==> config.mk <==
export PLATFORM = sky130hd
export DESIGN_NAME = fetch_unit
export DESIGN_NICKNAME = d
export VERILOG_FILES = /design/src/rtl/cpu_pkg.sv /design/src/rtl/next_pc_calc.sv /design/src/rtl/fetch_unit.sv
export SDC_FILE = /design/constraint.sdc
export NUM_CORES = 1
export LEC_CHECK = 0
export ABC_AREA = 1
export CORE_MARGIN = 8
export CORE_UTILIZATION = 52
export CTS_BUF_LIST = sky130_fd_sc_hd__clkbuf_8
export DETAILED_ROUTE_END_ITERATION = 10
export GPL_TIMING_DRIVEN = 0
export PLACE_DENSITY_LB_ADDON = 0.15
export SLEW_MARGIN = 10
export SYNTH_ARGS = -nofsm -noshare
export SYNTH_HDL_FRONTEND = slang
export SYNTH_SLANG_ARGS = --single-unit
==> constraint.sdc <==
create_clock -name clk -period 2.7 [get_ports clk]
set_clock_uncertainty 0.05 [all_clocks]
set_input_delay 0.405 -clock clk [delete_from_list [all_inputs] [get_ports clk]]
set_output_delay 0.405 -clock clk [all_outputs]
set_load 0.1 [all_outputs]
==> src/rtl/cpu_pkg.sv <==
// cpu_pkg: shared pc_src encodings, NOP constant and fetch FSM states
package cpu_pkg;
    localparam logic [1:0]  PC_SEQ  = 2'b00;
    localparam logic [1:0]  PC_IMM  = 2'b01;
    localparam logic [1:0]  PC_JALR = 2'b10;
    localparam logic [31:0] NOP     = 32'h0000_0013;
    typedef enum logic [1:0] {S_REQ, S_WAIT, S_HOLD, S_TRAP} fetch_state_e;
endpackage

==> src/rtl/next_pc_calc.sv <==
// next_pc_calc: combinational next-PC selection for sequential, PC+imm and JALR flow
module next_pc_calc
    import cpu_pkg::*;
#(
    parameter int XLEN = 32
) (
    input  logic [XLEN-1:0] i_pc,
    input  logic [1:0]      i_pc_src,
    input  logic            i_branch,
    input  logic            i_branch_taken,
    input  logic [XLEN-1:0] i_imm,
    input  logic [XLEN-1:0] i_rs1_val,
    output logic [XLEN-1:0] o_next_pc,
    output logic [XLEN-1:0] o_pc_plus4
);
    logic [XLEN-1:0] w_pc_imm;
    logic [XLEN-1:0] w_jalr;
    assign w_pc_imm   = i_pc + i_imm;
    assign w_jalr     = i_rs1_val + i_imm;
    assign o_pc_plus4 = i_pc + XLEN'(4);
    // conditional branches fall through unless taken; JAL (branch=0) always jumps
    assign o_next_pc  = (i_pc_src == PC_IMM)  ? ((!i_branch || i_branch_taken) ? w_pc_imm : o_pc_plus4) :
                        (i_pc_src == PC_JALR) ? {w_jalr[XLEN-1:1], 1'b0} : o_pc_plus4;
endmodule

==> src/rtl/fetch_unit.sv <==
// fetch_unit: PC owner issuing instruction reads and holding the instruction until retire
module fetch_unit
    import cpu_pkg::*;
#(
    parameter logic [31:0] RESET_PC = 32'h0000_0000,
    parameter int          XLEN     = 32
) (
    input  logic            clk,
    input  logic            rst_n,
    output logic            imem_req_valid,
    input  logic            imem_req_ready,
    output logic [XLEN-1:0] imem_req_addr,
    input  logic            imem_rsp_valid,
    input  logic [31:0]     imem_rsp_data,
    output logic            instr_valid,
    output logic [31:0]     instr,
    output logic [XLEN-1:0] instr_pc,
    output logic [XLEN-1:0] pc_plus4,
    input  logic            retire,
    input  logic [1:0]      pc_src,
    input  logic            branch,
    input  logic            branch_taken,
    input  logic [XLEN-1:0] imm,
    input  logic [XLEN-1:0] rs1_val,
    output logic            misaligned
);
    fetch_state_e    r_state;
    logic [XLEN-1:0] r_pc;
    logic [31:0]     r_instr;
    logic            r_instr_valid;
    logic            r_req_valid;
    logic            r_misaligned;
    logic [XLEN-1:0] w_next_pc;
    logic [XLEN-1:0] w_pc_plus4;

    next_pc_calc #(.XLEN(XLEN)) u_next_pc (
        .i_pc           (r_pc),
        .i_pc_src       (pc_src),
        .i_branch       (branch),
        .i_branch_taken (branch_taken),
        .i_imm          (imm),
        .i_rs1_val      (rs1_val),
        .o_next_pc      (w_next_pc),
        .o_pc_plus4     (w_pc_plus4)
    );

    // request valid is registered so it stays low throughout reset
    always_ff @(posedge clk or negedge rst_n) begin
        if (!rst_n) begin
            r_state       <= S_REQ;
            r_pc          <= XLEN'(RESET_PC);
            r_instr       <= NOP;
            r_instr_valid <= 1'b0;
            r_req_valid   <= 1'b0;
            r_misaligned  <= 1'b0;
        end else begin
            case (r_state)
                S_REQ: begin
                    r_req_valid <= 1'b1;
                    if (r_req_valid && imem_req_ready) begin
                        r_state     <= S_WAIT;
                        r_req_valid <= 1'b0;
                    end
                end
                S_WAIT: if (imem_rsp_valid) begin
                    r_instr       <= imem_rsp_data;
                    r_instr_valid <= 1'b1;
                    r_state       <= S_HOLD;
                end
                S_HOLD: if (retire) begin
                    r_pc          <= w_next_pc;
                    r_instr_valid <= 1'b0;
                    if (|w_next_pc[1:0]) begin
                        r_state      <= S_TRAP;
                        r_misaligned <= 1'b1;
                    end else begin
                        r_state     <= S_REQ;
                        r_req_valid <= 1'b1;
                    end
                end
                default: ;
            endcase
        end
    end

    assign imem_req_valid = r_req_valid;
    assign imem_req_addr  = r_pc;
    assign instr_valid    = r_instr_valid;
    assign instr          = r_instr;
    assign instr_pc       = r_pc;
    assign pc_plus4       = w_pc_plus4;
    assign misaligned     = r_misaligned;
endmodule

-- Word-level counts from Yosys, hierarchy flattened
Cells that the tools add are included.
- bits in registers: 69
- bits of input ports: 105
- output and inout port bits: 131
- word-level logic and storage cells: 46
- add/sub/neg operators: 3
- equality and inequality tests: 8
- mux-type cells: 15
- reduce and logical (&&, ||, !) cells: 14
- operator list (cell ; number):
    $mux W32 ; 3
    $add A32 B32 Y32 ; 2
    $add A32 B3 Y32 const B ; 1
    $reduce_and A3 Y1 ; 3
    $mux W2 ; 4
    $ne A2 B2 Y1 const B ; 4
    $pmux W2 S3 ; 1
    $mux W1 ; 5
    $eq A2 B1 Y1 const B ; 2
    $eq A2 B2 Y1 const B ; 2
    $pmux W1 S2 ; 2
    $reduce_and A2 Y1 ; 2
    $reduce_and A4 Y1 ; 1
    $reduce_bool A2 Y1 ; 2
    $reduce_bool A3 Y1 ; 1
    $logic_not A2 Y1 ; 1
    $reduce_or A2 Y1 ; 1
    $logic_and A1 B1 Y1 ; 1
    $logic_not A1 Y1 ; 1
    $logic_or A1 B1 Y1 ; 1

-- Longest topological paths before layout
Gate-level depths: netlist of the first run.
- word-level depth: 8
- depth in mapped cells: 16

-- By module
From an unflattened synthesis of the first run, not the netlist that was laid out.
- cell total of the unflattened synthesis: 1556
- area total of the unflattened synthesis: 9522.9 um2
- modules (own cells, without submodules) (module ; times used ; cells each ; area an instance (um2)):
    next_pc_calc ; 1 ; 1339 ; 6428.7
    fetch_unit ; 1 ; 217 ; 3094.2

-- Worst setup path before layout of the first run
OpenSTA, ideal clock, no wires.
- path type: reg-to-reg
- start: register r_pc[3], in the netlist imem_req_addr[3]
- end: register r_pc[26], in the netlist imem_req_addr[26]
- library setup time: 0.078 ns
- data arrival time: 3.896 ns
- data required time: 2.572 ns
- slack: -1.325 ns
- stages on the path, launching flop included: 12
- clock period less this slack: 4.025 ns
- path through: dfrtp_1 ha_1 nand3_2 inv_1 nand2_2 inv_1 nand2_1 xnor2_1 o21ai_0 inv_1 nand2_1 a21oi_1
- cells in the longest elaborated chain, start to end: 3
- elaborated cells between the ends (all ways): 5
- classes of those cells: 2 x add/sub; 3 x mux
- ends and longest elaborated chain (item ; line ; text):
    start: declaration ; fetch_unit.sv:28 ; logic [XLEN-1:0] r_pc;
    start signal: assignment ; fetch_unit.sv:51 ; r_pc <= XLEN'(RESET_PC);
    start signal: assignment ; fetch_unit.sv:71 ; r_pc <= w_next_pc;
    $add A32 B3 Y32 (*) ; next_pc_calc.sv:20 ; assign o_pc_plus4 = i_pc + XLEN'(4);
    net pc_plus4[26] ; fetch_unit.sv:18 ; output logic [XLEN-1:0] pc_plus4,
    $mux W32, on equally long branches ; next_pc_calc.sv:23, next_pc_calc.sv:22 ;
    $mux W32 (*) ; next_pc_calc.sv:22 ; assign o_next_pc = (i_pc_src == PC_IMM) ? ((!i_branch || i_branch_taken) ? w_pc_imm : o_pc_plus4) :
The timed path passes the listed nets; every way through them passes the cells marked *.
A chain may end at the register's enable or synchronous reset.

-- Worst setup path after layout of the first run
- start: register r_pc[7], in the netlist imem_req_addr[7]
- end: output port pc_plus4[22]
- cells in the longest elaborated chain, start to end: 1
- ends and longest elaborated chain (item ; line):
    $add A32 B3 Y32 ; next_pc_calc.sv:20
    end: declaration ; fetch_unit.sv:18
Every way passes these cells.

==> results of run 1 <==
## worst max-delay path, cell delays in order, from the launching register on
cell	delay [ns]
dfrtp_2	0.53
nand2_1	0.12
nor2_2	0.19
nand2_1	0.12
nor3_2	0.39
xor2_4	0.21
buf_4	0.32
## area by class of cell
class                   instances  area share (%)
multi-input cells            1258           51.32
repair buffers                251           19.65
flip-flops and latches         69           13.93
inverters                     275           8.119
plain buffers                  60           2.913
well taps                     229           2.254
clock buffers                  11           1.191
clock inverters                 5          0.5807
diodes                          2         0.03937
## sequential cells by signal, indices dropped and copies added, names as in the netlist
signal / cells
imem_req_addr: 32
r_state: 2
instr: 32
imem_req_valid: 1
misaligned: 1
instr_valid: 1
## metal layers
layer / track usage [%] / vias to the layer above
li1: - / 5647
met1: 37.88 / 5139
met2: 54.68 / 596
met3: 8.618 / 115
met4: 13.24 / 0
met5: 0 / -
## path summary, 6_finish.rpt
check	start	endpoint	slack [ns]	cells past startpoint
min reg2reg	instr[1]	instr[1]	0.42	2
min	instr[1]	instr[1]	0.42	2
min in group asynchronous	rst_n	r_state[1]	0.46	2
max in group asynchronous	rst_n	imem_req_addr[26]	1.54	3
max reg2reg	imem_req_addr[2]	imem_req_addr[31]	0.15	13
max	imem_req_addr[7]	pc_plus4[22]	-0.02	6
## logic make-up after synthesis
kind of cell / after synthesis / synth area share, %
AOI/OAI and AO/OA: 147 / 8.666
and+or+nand+nor: 1005 / 44.41
xor gates and xnor gates: 38 / 4.051
adders and majority gates: 68 / 9.284
buffers and inverters: 335 / 15.04
DFF: 69 / 18.55
## timing repair
action | CTS | global route
hold endpoints to repair | 30 | 0
setup buffers | 1 | 13
hold buffers | 1 | 0
gates resized for setup | 167 | 22
pin swaps | 3 | 4
endpoints found under the setup margin | 30 | 26
## placed cells by master, fill, tap and decap left out, types with 3 or more instances in the layout
master and count:
o21bai_1 9, xor2_4 11, dfrtp_1 38, xnor2_4 4, inv_2 3, dfrtp_2 26
nand2_1 677, nand3b_1 12, nand2_2 10, o21ai_0 27, buf_4 58, nor2_2 7
nor3_1 11, clkbuf_8 11, a21o_1 4, buf_6 7, or2_2 11, clkbuf_4 3
inv_1 272, clkbuf_1 16, dlygate4sd2_1 3, o22ai_1 3, xor2_1 11, a21oi_1 83
xnor2_1 9, ha_1 65, nor2_1 138, nor2_4 6, dfstp_2 3, o211ai_1 4
clkdlybuf4s50_1 203, buf_12 4, nand4_1 14, buf_2 9, a31oi_1 5, o21ai_1 5
nand3_1 109
## metrics by stage
| step | TNS, ns | cells | hold WS [ns] | instance area (um^2) | util [%] |
|---|---|---|---|---|---|
| final | -0.02708 | 2160 | 0.4210 | 12710 | 71.51 |
| after global routing | -0.08596 | 2158 | 0.4397 | 12710 | 71.48 |
| after CTS | -0.1321 | 2145 | 0.4231 | 12540 | 70.54 |
| after detailed placement | -13.51 | 2127 | 0.3262 | 12300 | 69.17 |
| after global placement | -108.81 | 2126 | 0.4056 | 12280 | 69.07 |
| after floorplan | -0.7994 | 1662 | 0.05941 | 9642 | - |
==> impl_metrics.ini, run 1 <==
[drt]
wirelength_um = 37060
ant_nets = 0
viasPerCell = 5.323
drcViolationCount = 0
routed.top_layer = met4
wl_met2_um = 17260
via_count = 11500
dr.pass1.iters = 9
dr_wl_met3_um = 3964
detail_route.iter0.violations = 927
detail_route.wl_per_cell_um = 17.16
wl_met1_um = 14400

[clocking]
cts.sinks = 69
cts_inserted_buffers = 9
cts_tree = built
cts_buffer_depth = 2
clkLatencyLatePin_ns = 0.37
cts-root-buf = clkbuf_8
clkTransAtPathRegs_ns = 0.08
htree_num_levels = 3

[logic_synthesis]
ys_ff_latch = 69
yosysTopAreaCell = nand2_1
synthArstFlopShare_pct = 100.0
syn_area_um2 = 9326
syn-instance-count = 1662
synth_cell_types = 46
yosys-top-cells-count = nand2_1 (683), inv_1 (271), nor2_1 (141)
synth-edff-count = 0
ys_seq_area_share_pct = 18.55
synth.top_cell.area_share_pct = 27.49
syn-num-nets = 1835
post-synth-top-count-cell = nand2_1
ys.flop_type = dfrtp_1
yosys-top-cells-area = nand2_1 (27%), dfrtp_1 (18%), inv_1 (11%), ha_1 (8.9%), nand3_1 (5.9%)
avgSynthCellArea_um2 = 5.612
yosys_warnings = 0

[status]
violations = setup timing
outcome = finished, violations left

[sta]
min_period_ns = 2.717
worst_pin_slew_ns = 1.038
timing.final.setup_violations = 2
maxSlewHeadroom_pct = 30.58
hold_viol = 0
drv_slew = 0
timing.fmax_mhz = 368.0
grt_setup_unrepaired = true
layout_setup_ws_ns = -0.01710
post-route-period-util_pct = 100.6

[placed_design]
gp_congestion = 1.002
post-place-ws_ns = -0.8260
dp_hpwl_um = 30610
portBuffers = 235

[die]
die_y_um = 149.9
die_w_um = 149.9
fp.dieArea_um2 = 22480
start_util_pct = 52.46
core_um2 = 17780
rows = 49
pin_count = 236

[global_route]
grt.overflow.total = 0
antenna_found_initial = 0
grt_pass1_vias = 10820
track_usage_pct = 32.25
grt_pass1_wl_um = 56340
grt_max_degree = 37

[finish]
fin_nets = 2097
multi_input_area_um2 = 6525
drive_above_1_share_pct = 10.26
syn2layout_area_growth_pct = 36.32
seq_area_um2 = 1770
fillers = 1583

[setup_path]
critPathLaunchType = register
cp_max_fo = 8
path_class = register to output port
arrival_ns = 2.26
required_ns = 2.25
cp-end-kind = output port

[flow_run]
drv_cap = 0

[min_path]
min-delay-path-class = register to register
Power of run 1 is left out: the tool's default activity adds up to more than one toggle a clock period on the data nets, which glitch-free logic cannot reach.
==> run 2: changes to the inputs <==
CORE_UTILIZATION = 56   (was 52)
SLEW_MARGIN = not set   (was 10)
clock period = 3.35 ns   (was 2.7 ns; I/O delays follow)
==> impl_metrics.ini, run 2 (synthesized netlist as in run 1, its figures left out) <==
[status]
outcome = complete, no violations

[setup_path]
arrival_ns = 2.69
cp_top_family = buffers and inverters
cpPeakStageDelay_ns = 1.23
timing.rr.start = imem_req_addr[0]
cp_max_fo = 7
crit_buf_inv = 1
slowest_stage = clkdlybuf4s50_1
path_class = register to output port
cp-end-kind = output port
path_cells = ha_1 > xor2_1 > clkdlybuf4s50_1
startpoint = imem_req_addr[3]
required_ns = 2.80
critPathLaunchType = register

[clocking]
cts_setup_buffers = 0
clkTransAtPathRegs_ns = 0.09
hold_buffers = 0
ctsResizeCount = 55
htree_num_levels = 3
clkLatencyLatePin_ns = 0.37
cts_inserted_buffers = 9
cts.sinks = 69
cts_buffer_depth = 2
cts_tree = built
cts-root-buf = clkbuf_8

[drt]
via_count = 11580
detail_route.wl_per_cell_um = 17.60
dr.pass1.iters = 6
detail_route.iter0.violations = 1202
viasPerCell = 5.430
ant_nets = 0
drcViolationCount = 0
wirelength_um = 37550

[finish]
syn2layout_area_growth_pct = 31.82
layout_commonest_cell = nand2_1
fillers = 1383
antenna_cells = 0
fin_nets = 2081
mostFrequentLayoutCells = nand2_1 (683), inv_1 (271), clkdlybuf4s50_1 (208)
drive_above_1_share_pct = 7.371

[global_route]
grt_max_degree = 70
antenna_found_initial = 1
grt.overflow.total = 0
grt_pass1_vias = 11520
track_usage_pct = 34.74
grt_pass1_wl_um = 59000

[placed_design]
dp_hpwl_um = 31030
portBuffers = 235
post-place-ws_ns = -0.2024
gp_congestion = 1.003

[die]
fp.dieArea_um2 = 21040
start_util_pct = 56.84
core_um2 = 16410
die_w_um = 145.1
rows = 47
die_y_um = 145.1
pin_count = 236

[sta]
worst_pin_slew_ns = 1.023
grt_setup_unrepaired = false
timing.final.setup_violations = 0
layout_setup_ws_ns = 0.1055
hold_viol = 0
whs_ns = 0.2080
maxSlewHeadroom_pct = 31.66
timing.fmax_mhz = 308.2
min_period_ns = 3.244
drv_slew = 0
post-route-period-util_pct = 96.85

[flow_run]
drv_cap = 0

[min_path]
min-delay-path-class = input port to asynchronous set/reset pin
-- run 2: worst paths after layout --
| path | slack [ns] | endpoint | cells after the start |
|---|---|---|---|
| min in group clk | 0.42 | instr[0] | 2 |
| setup reg to reg | 0.65 | imem_req_addr[30] | 13 |
| hold reg to reg | 0.42 | instr[0] | 2 |
| hold / removal | 0.21 | instr[9] | 1 |
| setup / recovery | 0.11 | pc_plus4[4] | 3 |
| max in group asynchronous | 2.38 | imem_req_addr[3] | 1 |
-- run 2: cell type report --
cell class / instances / area [um^2] / share of cell area (%)
plain buffers: 60 / 370.4 / 3.012
clock inverters: 7 / 122.6 / 0.9974
inverters: 275 / 1032 / 8.396
repair buffers: 235 / 2312 / 18.81
flip-flops and latches: 69 / 1733 / 14.10
well taps: 220 / 275.3 / 2.239
clock buffers: 9 / 123.9 / 1.008
multi-input cells: 1258 / 6325 / 51.45
-- run 2: stage by stage --
step	area [um^2]	util [%]	cells	setup TNS [ns]
after floorplan	9460	-	1662	0
after global placement	12090	73.68	2117	-44.54
after detailed placement	12090	73.66	2117	-0.3500
after CTS	12330	75.16	2133	0
after global routing	12290	74.93	2133	0
final	12290	74.93	2133	0
-- run 2: worst reg2reg max path: stages, from the launching register on --
cell and delay (ns):
dfrtp_1 0.44, ha_1 0.29, fa_1 0.47, nand3_1 0.11, nand3_1 0.17, nand2_1 0.10
nand2_1 0.08, nand2_1 0.07, nand2_1 0.17, nand2_1 0.14, nand3_1 0.08, nand3_1 0.19
nand2_1 0.09, a21oi_1 0.17
-- run 2: routing by layer --
layer  global-route usage (%)  up-vias  part of all wire (%)
met5                        0        -                 0.035
li1                         -     5595                     -
met4                    16.09        2                   4.7
met1                    39.40     5177                    37
met3                    9.919      140                    11
met2                    59.44      669                    47
Power of run 2 is left out for the same reason.
==> run 3: changes to the inputs <==
CAP_MARGIN = 30   (was not set)
PLACE_DENSITY = 0.91   (was not set)
PLACE_DENSITY_LB_ADDON = not set   (was 0.15)
==> impl_metrics.ini, run 3 (synthesized netlist as in run 1, its figures left out) <==
[sta]
grt_setup_unrepaired = false
maxSlewHeadroom_pct = 32.58
min_period_ns = 3.229
hold_viol = 0
timing.fmax_mhz = 309.7
setup_tns_ns = 0
post-route-period-util_pct = 96.38
drv_slew = 0
worst_pin_slew_ns = 1.008
timing.final.setup_violations = 0

[die]
core_um2 = 16410
die_w_um = 145.1
rows = 47
start_util_pct = 56.84
fp.dieArea_um2 = 21040
pin_count = 236
die_y_um = 145.1

[setup_path]
required_ns = 2.80
crit_buf_inv = 1
critPathLaunchType = register
cp-end-kind = output port
arrival_ns = 2.68
cpPeakStageDelay_ns = 0.51
cp_top_family = simple AND/OR/NAND/NOR gates
slowest_stage = dfrtp_2
path_class = register to output port
path_cells = ha_1 > nand2_1 > nor2_2 > nand2_2 > nor2_2 > nand3_1 > xnor2_4 > buf_4
cp_max_fo = 7
crit_top_cell = nor2_2

[finish]
syn2layout_area_growth_pct = 31.37
fin_nets = 2081
drive_above_1_share_pct = 7.371
mostFrequentLayoutCells = nand2_1 (683), inv_1 (271), clkdlybuf4s50_1 (208)
fin_area_um2 = 12250
antenna_cells = 0
layout_commonest_cell = nand2_1

[clocking]
clkTransAtPathRegs_ns = 0.10
clkLatencyLatePin_ns = 0.37
cts-root-buf = clkbuf_8
cts_buffer_depth = 2
cts_inserted_buffers = 9
hold_buffers = 0
cts.sinks = 69
cts_tree = built
htree_num_levels = 3

[drt]
ant_nets = 0
viasPerCell = 5.359
wirelength_um = 36950
detail_route.iter0.violations = 1140
drcViolationCount = 0
detail_route.wl_per_cell_um = 17.32
via_count = 11430
dr.pass1.iters = 7

[global_route]
top_usage_layer = met2
grt_use_met1_pct = 41.36
grtUsageMet2_pct = 55.89
track_usage_pct = 34.15
grt_max_degree = 70
grt.overflow.total = 0
grt_pass1_wl_um = 58090
grt_pass1_vias = 11040
grtUsageMet3_pct = 7.929
antenna_found_initial = 0

[flow_run]
drv_cap = 0

[status]
outcome = complete, no violations

[placed_design]
dp_hpwl_um = 30690
portBuffers = 235
gp_congestion = 1.038
dpl_cell_area_um2 = 12090

[min_path]
min-delay-path-class = input port to asynchronous set/reset pin
[run 3: cell types whose count changed in the layout (fill, tap and decap cells not counted)]
cell,before,now
inv_6,1,4
clkbuf_4,2,1
bufinv_16,3,1
clkinv_4,1,0
buf_4,35,36
[run 3: cell type report]
class                   instances  area, um^2
clock inverters                 7       80.08
plain buffers                  60       370.4
repair buffers                235        2312
inverters                     275        1032
multi-input cells            1258        6325
well taps                     220       275.3
fillers                      1398        4155
flip-flops and latches         69        1733
clock buffers                   9       123.9
[run 3: what timing repair did]
item,in CTS,in global routing
gates resized for setup,56,23
setup endpoints to repair,24,14
pin swaps,0,0
buffers inserted,0,0
[run 3: stage by stage]
step / std cells / hold WS [ns] / worst slack (ns) / utilization (%)
2_1_floorplan: 1662 / 0.1569 / 0.04673 / -
3_3_place_gp: 2117 / 0.4042 / -0.9933 / 73.68
3_5_place_dp: 2117 / 0.4094 / -0.2520 / 73.66
4_1_cts: 2133 / 0.2474 / 0.01152 / 74.91
5_1_grt: 2133 / 0.3040 / 0.02832 / 74.67
6_report: 2133 / 0.2256 / 0.1213 / 74.67
[run 3: path summary, 6_finish.rpt]
path / cells past startpoint / startpoint / slack [ns] / endpoint
min reg2reg: 2 / instr[1] / 0.42 / instr[1]
max reg2reg: 14 / imem_req_addr[0] / 0.70 / imem_req_addr[22]
min: 1 / rst_n / 0.23 / imem_req_addr[1]
min in group clk: 2 / instr[1] / 0.42 / instr[1]
max: 8 / imem_req_addr[3] / 0.12 / pc_plus4[20]
max in group asynchronous: 1 / rst_n / 2.39 / imem_req_addr[2]
[run 3: routing by layer]
layer / wire length (um) / vias to the layer above
met5: 0 / -
met4: 1826 / 0
met3: 4118 / 130
met2: 16820 / 625
met1: 14180 / 5070
li1: - / 5605
Power of run 3 is left out for the same reason.
